<file path="src/rtl/avalon_st_pkt_enforcer_if.sv">
// Avalon-ST stream bundle: valid/ready handshake plus sop/eop framing, data and empty.
// No logic of its own; latency is set by whichever module drives it.
// The ready signal flows from slave to master; all other signals flow master to slave.
interface avalon_st_if #(
    parameter int DATA_WIDTH_IN_BYTES = 16
);
    localparam int DW = 8 * DATA_WIDTH_IN_BYTES;
    localparam int EW = (DATA_WIDTH_IN_BYTES > 1) ? $clog2(DATA_WIDTH_IN_BYTES) : 1;

    logic          valid;
    logic          ready;
    logic          sop;
    logic          eop;
    logic [DW-1:0] data;
    logic [EW-1:0] empty;

    modport master (output valid, sop, eop, data, empty, input ready);
    modport slave  (input valid, sop, eop, data, empty, output ready);
endinterface

</file>
<file path="src/rtl/avalon_st_pkt_enforcer.sv">
// Purpose: repairs sop/eop framing from an untrusted Avalon-ST source; flags and counts errors.
// Latency: one cycle through a single output register; dropped beats produce no output.
// Backpressure: input ready = output empty or downstream ready; dropped beats are still accepted.
module avalon_st_pkt_enforcer #(
    parameter int DATA_WIDTH_IN_BYTES = 16,
    parameter int MAX_PKT_BEATS       = 256,
    parameter int ERR_CNT_WIDTH       = 16
) (
    input  logic                     clk,
    input  logic                     rst,
    avalon_st_if.slave               untrusted_msg,
    avalon_st_if.master              enforced_msg,
    input  logic                     clear_counters,
    output logic                     missing_sop_error,
    output logic                     double_sop_error,
    output logic                     oversize_error,
    output logic [ERR_CNT_WIDTH-1:0] missing_sop_cnt,
    output logic [ERR_CNT_WIDTH-1:0] double_sop_cnt,
    output logic [ERR_CNT_WIDTH-1:0] oversize_cnt
);
    localparam int DW    = 8 * DATA_WIDTH_IN_BYTES;
    localparam int EW    = (DATA_WIDTH_IN_BYTES > 1) ? $clog2(DATA_WIDTH_IN_BYTES) : 1;
    localparam int CNT_W = $clog2(MAX_PKT_BEATS) + 1;

    typedef enum logic [1:0] {ST_IDLE, ST_IN_PKT, ST_DISCARD} state_t;

    state_t             r_state, w_next_state;
    logic [CNT_W-1:0]   r_beat_cnt, w_next_cnt;
    logic               r_vld, r_sop, r_eop;
    logic [DW-1:0]      r_data;
    logic [EW-1:0]      r_empty;
    logic               r_ms_err, r_ds_err, r_ov_err;
    logic [ERR_CNT_WIDTH-1:0] r_ms_cnt, r_ds_cnt, r_ov_cnt;

    logic               w_in_rdy, w_accept, w_drop;
    logic               w_out_sop, w_out_eop;
    logic [EW-1:0]      w_out_empty;
    logic               w_ms_err, w_ds_err, w_ov_err;

    assign w_in_rdy            = ~r_vld | enforced_msg.ready;
    assign w_accept            = untrusted_msg.valid & w_in_rdy;
    assign untrusted_msg.ready = w_in_rdy;

    assign enforced_msg.valid  = r_vld;
    assign enforced_msg.sop    = r_sop;
    assign enforced_msg.eop    = r_eop;
    assign enforced_msg.data   = r_data;
    assign enforced_msg.empty  = r_empty;

    assign missing_sop_error   = r_ms_err;
    assign double_sop_error    = r_ds_err;
    assign oversize_error      = r_ov_err;
    assign missing_sop_cnt     = r_ms_cnt;
    assign double_sop_cnt      = r_ds_cnt;
    assign oversize_cnt        = r_ov_cnt;

    // Framing state and beats-in-packet counter advance only on accepted beats.
    always_ff @(posedge clk) begin
        if (!rst) begin
            r_state    <= ST_IDLE;
            r_beat_cnt <= '0;
        end else begin
            r_state    <= w_next_state;
            r_beat_cnt <= w_next_cnt;
        end
    end

    // Classify the accepted beat: pass, rewrite framing, or drop, and pick the error it raises.
    always_comb begin
        w_next_state = r_state;
        w_next_cnt   = r_beat_cnt;
        w_drop       = 1'b0;
        w_out_sop    = untrusted_msg.sop;
        w_out_eop    = untrusted_msg.eop;
        w_out_empty  = untrusted_msg.eop ? untrusted_msg.empty : '0;
        w_ms_err     = 1'b0;
        w_ds_err     = 1'b0;
        w_ov_err     = 1'b0;
        if (w_accept) begin
            case (r_state)
                ST_IDLE: begin
                    if (untrusted_msg.sop) begin
                        if (!untrusted_msg.eop) begin
                            w_next_cnt   = CNT_W'(1);
                            w_next_state = ST_IN_PKT;
                        end
                    end else begin
                        w_drop       = 1'b1;
                        w_ms_err     = 1'b1;
                        w_next_state = untrusted_msg.eop ? ST_IDLE : ST_DISCARD;
                    end
                end
                ST_IN_PKT: begin
                    // A new sop takes precedence over the length limit.
                    if (untrusted_msg.sop) begin
                        w_out_sop    = 1'b0;
                        w_out_eop    = 1'b1;
                        w_out_empty  = '0;
                        w_ds_err     = 1'b1;
                        w_next_state = untrusted_msg.eop ? ST_IDLE : ST_DISCARD;
                    end else if (untrusted_msg.eop) begin
                        w_next_state = ST_IDLE;
                    end else if (r_beat_cnt == CNT_W'(MAX_PKT_BEATS - 1)) begin
                        w_out_eop    = 1'b1;
                        w_out_empty  = '0;
                        w_ov_err     = 1'b1;
                        w_next_state = ST_DISCARD;
                    end else begin
                        w_next_cnt   = r_beat_cnt + CNT_W'(1);
                    end
                end
                ST_DISCARD: begin
                    w_drop = 1'b1;
                    if (untrusted_msg.eop) w_next_state = ST_IDLE;
                end
                default: begin
                    w_drop       = 1'b1;
                    w_next_state = ST_IDLE;
                end
            endcase
        end
    end

    // Output beat and error pulses share one load; flags clear whenever the register does not load.
    always_ff @(posedge clk) begin
        if (!rst) begin
            r_vld    <= 1'b0;
            r_sop    <= 1'b0;
            r_eop    <= 1'b0;
            r_data   <= '0;
            r_empty  <= '0;
            r_ms_err <= 1'b0;
            r_ds_err <= 1'b0;
            r_ov_err <= 1'b0;
        end else if (w_in_rdy) begin
            r_vld    <= w_accept & ~w_drop;
            r_sop    <= w_accept & ~w_drop & w_out_sop;
            r_eop    <= w_accept & ~w_drop & w_out_eop;
            r_data   <= untrusted_msg.data;
            r_empty  <= w_out_empty;
            r_ms_err <= w_ms_err;
            r_ds_err <= w_ds_err;
            r_ov_err <= w_ov_err;
        end else begin
            r_ms_err <= 1'b0;
            r_ds_err <= 1'b0;
            r_ov_err <= 1'b0;
        end
    end

    // Saturating error counters; a clear wins over an error in the same cycle.
    always_ff @(posedge clk) begin
        if (!rst || clear_counters) begin
            r_ms_cnt <= '0;
            r_ds_cnt <= '0;
            r_ov_cnt <= '0;
        end else begin
            if (w_ms_err && (r_ms_cnt != '1)) r_ms_cnt <= r_ms_cnt + 1'b1;
            if (w_ds_err && (r_ds_cnt != '1)) r_ds_cnt <= r_ds_cnt + 1'b1;
            if (w_ov_err && (r_ov_cnt != '1)) r_ov_cnt <= r_ov_cnt + 1'b1;
        end
    end
endmodule
</file>
<file path="src/flat_wrapper.sv">
// flat-port wrapper written by rule: the top's interface ports become plain ports
module avalon_st_pkt_enforcer_flat 
#(
    parameter int DATA_WIDTH_IN_BYTES = 16,
    parameter int MAX_PKT_BEATS       = 256,
    parameter int ERR_CNT_WIDTH       = 16
)
  (clk, rst, clear_counters, missing_sop_error, double_sop_error, oversize_error, missing_sop_cnt, double_sop_cnt, oversize_cnt, untrusted_msg_valid, untrusted_msg_sop, untrusted_msg_eop, untrusted_msg_data, untrusted_msg_empty, untrusted_msg_ready, enforced_msg_valid, enforced_msg_sop, enforced_msg_eop, enforced_msg_data, enforced_msg_empty, enforced_msg_ready);
  avalon_st_if #(.DATA_WIDTH_IN_BYTES(DATA_WIDTH_IN_BYTES)) untrusted_msg_i ();
  avalon_st_if #(.DATA_WIDTH_IN_BYTES(DATA_WIDTH_IN_BYTES)) enforced_msg_i ();
  input  logic clk;
  input  logic rst;
  input  logic clear_counters;
  output logic missing_sop_error;
  output logic double_sop_error;
  output logic oversize_error;
  output logic [ERR_CNT_WIDTH-1:0] missing_sop_cnt;
  output logic [ERR_CNT_WIDTH-1:0] double_sop_cnt;
  output logic [ERR_CNT_WIDTH-1:0] oversize_cnt;
  input wire logic [$bits(untrusted_msg_i.valid)-1:0] untrusted_msg_valid;
  input wire logic [$bits(untrusted_msg_i.sop)-1:0] untrusted_msg_sop;
  input wire logic [$bits(untrusted_msg_i.eop)-1:0] untrusted_msg_eop;
  input wire logic [$bits(untrusted_msg_i.data)-1:0] untrusted_msg_data;
  input wire logic [$bits(untrusted_msg_i.empty)-1:0] untrusted_msg_empty;
  output wire logic [$bits(untrusted_msg_i.ready)-1:0] untrusted_msg_ready;
  output wire logic [$bits(enforced_msg_i.valid)-1:0] enforced_msg_valid;
  output wire logic [$bits(enforced_msg_i.sop)-1:0] enforced_msg_sop;
  output wire logic [$bits(enforced_msg_i.eop)-1:0] enforced_msg_eop;
  output wire logic [$bits(enforced_msg_i.data)-1:0] enforced_msg_data;
  output wire logic [$bits(enforced_msg_i.empty)-1:0] enforced_msg_empty;
  input wire logic [$bits(enforced_msg_i.ready)-1:0] enforced_msg_ready;
  assign untrusted_msg_i.valid = untrusted_msg_valid;
  assign untrusted_msg_i.sop = untrusted_msg_sop;
  assign untrusted_msg_i.eop = untrusted_msg_eop;
  assign untrusted_msg_i.data = untrusted_msg_data;
  assign untrusted_msg_i.empty = untrusted_msg_empty;
  assign untrusted_msg_ready = untrusted_msg_i.ready;
  assign enforced_msg_valid = enforced_msg_i.valid;
  assign enforced_msg_sop = enforced_msg_i.sop;
  assign enforced_msg_eop = enforced_msg_i.eop;
  assign enforced_msg_data = enforced_msg_i.data;
  assign enforced_msg_empty = enforced_msg_i.empty;
  assign enforced_msg_i.ready = enforced_msg_ready;
  avalon_st_pkt_enforcer #(.DATA_WIDTH_IN_BYTES(DATA_WIDTH_IN_BYTES), .MAX_PKT_BEATS(MAX_PKT_BEATS), .ERR_CNT_WIDTH(ERR_CNT_WIDTH)) u_core (.clk(clk), .rst(rst), .untrusted_msg(untrusted_msg_i), .enforced_msg(enforced_msg_i), .clear_counters(clear_counters), .missing_sop_error(missing_sop_error), .double_sop_error(double_sop_error), .oversize_error(oversize_error), .missing_sop_cnt(missing_sop_cnt), .double_sop_cnt(double_sop_cnt), .oversize_cnt(oversize_cnt));
endmodule
</file>
<file path="config.mk">
export PLATFORM = sky130hd
export DESIGN_NAME = avalon_st_pkt_enforcer_flat
export DESIGN_NICKNAME = d
export VERILOG_FILES = /design/src/rtl/avalon_st_pkt_enforcer_if.sv /design/src/rtl/avalon_st_pkt_enforcer.sv /design/src/flat_wrapper.sv
export SDC_FILE = /design/constraint.sdc
export NUM_CORES = 1
export LEC_CHECK = 0
export CAP_MARGIN = 20
export CORE_ASPECT_RATIO = 1.1
export CORE_MARGIN = 2
export CORE_UTILIZATION = 35
export CTS_CLUSTER_DIAMETER = 50
export DETAILED_ROUTE_END_ITERATION = 12
export PLACE_DENSITY = 0.71
export SLEW_MARGIN = 20
export SYNTH_ARGS = -nofsm -noshare
export SYNTH_HDL_FRONTEND = slang
export SYNTH_SLANG_ARGS = --single-unit
</file>
<file path="constraint.sdc">
create_clock -name clk -period 2.5 [get_ports clk]
set_input_delay 0.5 -clock clk [delete_from_list [all_inputs] [get_ports clk]]
set_output_delay 0.5 -clock clk [all_outputs]
set_load 0.02 [all_outputs]
</file>
==> key figures <==
Timing
  • Fin crit period: about 2.3 ns
  • Post-route setup TNS: 0 ns
  • Layout Skew: 0.01468 ns
  • Worst Max-Slew Pin Slew: between 0.7 and 0.8 ns
  • Max Clk Rate: around 430 MHz
  • Final Worst Setup Slack: roughly 0.16 ns
  • Max transition margin: about half
  • Tcrit/Tclk final: roughly 94%
  • Min Hold Slack: around 0.45 ns
  • Final Slew Violations: 0
  • Final setup viols: 0
  • Final Hold Viols: 0

Synthesis
  • Synth top area cells: dfxtp_1, nand2_1, a21oi_1
  • Sequential area share after synthesis: 49.52%
  • Top cells by count, synth: nand2_1, dfxtp_1, a21oi_1
  • Syn Area/Cell: 8.102 µm²
  • Synth Instances: a little under 1k
  • Cell variety after synth: 47
  • EDFF count, synth: 0
  • YS warnings: 0
  • Synthesized flop and latch total: 197
  • Most numerous cell in the Yosys netlist: nand2_1
  • Synthesized area: between 7000 and 8000 µm²
  • Post-Syn Nets: 1127
  • Prevailing post-synth register cell: dfxtp_1
  • Post-synth ARST share: 0%
  • Top-area cell type share of the netlist area: between 40% and 50%
  • Synth area leader: dfxtp_1

Floorplanning
  • Initial core utilization: 35.79%
  • # rows: 57
  • # IOs: between 300 and 400
  • Core Region: approximately 22000 µm²
  • Width of the chip: approximately 150 µm
  • Die span in y: between 150 and 200 µm
  • Die area: between 20000 and 25000 µm²

Routing
  • Drt drc: 0
  • Per-cell routed wire length: 15.70 µm
  • DRT Wirelength: between 20000 and 25000 µm
  • Vias: 7914
  • Post-route ant nets: 0
  • Vias per cell: around 5.0
  • Drt pass-1 iters: 4
  • DRT iter0 DRCs: approximately 380

Pwr
  • Static Leak: between 4 and 5 nW
  • Cell Pwr Density: between 500 and 600 nW/µm²
  • Peak supply drop: about 0.42 mV
  • Pwr Total: approximately 7.3 mW

Placement
  • IO Port Bufs: about 330
  • Post-detail-place hpwl: 17160 µm
  • Dpl ws: 0.09184 ns
  • GPL Wtd Cong: about 0.8

Cells and area
  • FF+latch area: about 4000 µm²
  • Fin util: approximately 55%
  • Layout area overhead: 52.63%
  • Area of the multi-input gates: ~3700 µm²
  • Fin nets: around 1.4k
  • Fillers: 2050
  • Share of cells above drive strength 1: between 6 and 7%
  • # diodes: 0

Setup path
  • Worst Path Arrival: between 2 and 3 ns
  • WS Path Type: flop to flop
  • Setup crit start kind: flop
  • CP max FO: 10
  • Worst Path Required: about 2.9 ns
  • Worst setup EP type: flop

Clocking
  • Max Root-Sink Buffers: 2
  • CTS buffer count: 17
  • H-Tree Depth: 4
  • Clock transition at path regs: approximately 0.07 ns
  • Clk Latency, worst-skew pair: 0.43 ns
  • Clock root buffer: clkbuf_16
  • Clk sink count: between 150 and 200
  • CTS tree: built

GRT
  • First-pass GRT wire length: between 30000 and 40000 µm
  • GR Util All Layers: roughly 20%
  • Pin count of the biggest net entering global routing: approximately 140
  • Vias in the first global route: 7500
  • Initial antenna violation count: 0
  • Grt ovf: 0

Worst hold path
  • Hold WC Path Type: flop to flop

Flow run
  • Max-cap viol count: 0

Status
  • Status: completed
## worst max-delay path, cell delays in order, from the launching register on
cell       delay, ns
dfxtp_2         0.34
ha_2            0.20
nand2_1         0.10
nor3_1          0.07
ha_1            0.21
buf_4           0.15
nor3b_4         0.22
o2111ai_2       0.25
or4_1           0.56
a21oi_1         0.15
## cells in the final DEF, fill, tap and decap left out, types with 4 or more instances in the layout
cell type / n
o31ai_1: 24
a21oi_1: 168
inv_1: 6
and3_1: 9
o21ai_0: 9
clkbuf_16: 17
clkinv_8: 4
nand4_1: 17
nor2_1: 10
or2_2: 20
or3_1: 4
or4_1: 23
clkdlybuf4s50_1: 325
nor3_1: 7
o21a_1: 7
buf_4: 13
inv_6: 6
and4_1: 11
ha_1: 4
nor4_1: 17
nand2_1: 311
nand3_1: 13
dfxtp_1: 196
mux2i_1: 19
buf_12: 6
## path summary, 6_finish.rpt
kind	from	to	slack (ns)	depth (start not counted)
worst min register to register	u_core.enforced_msg.data[102]	u_core.enforced_msg.data[102]	0.45	2
worst max-delay path	u_core.r_beat_cnt[0]	u_core.r_beat_cnt[7]	0.16	9
worst min-delay path	u_core.enforced_msg.data[102]	u_core.enforced_msg.data[102]	0.45	2
worst max register to register	u_core.r_beat_cnt[0]	u_core.r_beat_cnt[7]	0.16	9
## metal layers
layer / up-vias / routed length [µm] / GRT usage (%)
li1: 3984 / - / -
met3: 30 / 2035 / 6.882
met2: 252 / 11870 / 32.66
met4: 0 / 495 / 6.710
met1: 3648 / 10510 / 24.91
met5: - / 0 / 0
## what timing repair did
item,in CTS,in global routing
setup buffers,0,0
resized for setup,0,3
hold buffers,0,0
hold endpoints to repair,0,0
setup endpoints to repair,0,17
## cell families after synthesis
family / count (synthesis) / synth area share, %
mux: 19 / 2.388
fa+ha+maj: 5 / 0.7855
buf+inv: 76 / 4.148
simple gates: 469 / 28.11
flops: 197 / 49.52
compound gates: 217 / 15.05
## cell type report
cell class	instances	area share (%)
multi-input combinational	710	30.48
clock buffer	17	3.500
clock inverter	15	1.688
inverter	8	0.2882
sequential	197	32.45
tap	295	3.037
timing repair buffer	344	28.55
## where the power goes
group	total (mW)	internal (mW)	leakage, nW	switching (mW)
Clock	2.91	1.54	0.303	1.37
Combinational	1.03	0.529	2.52	0.503
Sequential	3.35	3.28	1.62	0.0718
Total	7.29	5.35	4.45	1.94
## sequential cells by signal, summed over array words and instances (netlist names)
register	cells
u_core.oversize_cnt	16
u_core.enforced_msg.valid	1
u_core.r_state	2
u_core.enforced_msg.sop	1
u_core.missing_sop_error	1
u_core.r_beat_cnt	9
u_core.double_sop_cnt	16
u_core.enforced_msg.eop	1
u_core.missing_sop_cnt	16
u_core.enforced_msg.empty	4
u_core.double_sop_error	1
u_core.enforced_msg.data	128
u_core.oversize_error	1
## per-stage QoR
| step | cell area [µm²] | std cells |
|---|---|---|
| finish | 12160 | 1586 |
| global route | 12160 | 1586 |
| CTS | 12150 | 1586 |
| detailed placement | 11520 | 1554 |
| global placement | 11520 | 1554 |
| floorplan | 7964 | 983 |
(Power assumes the default switching activity.)
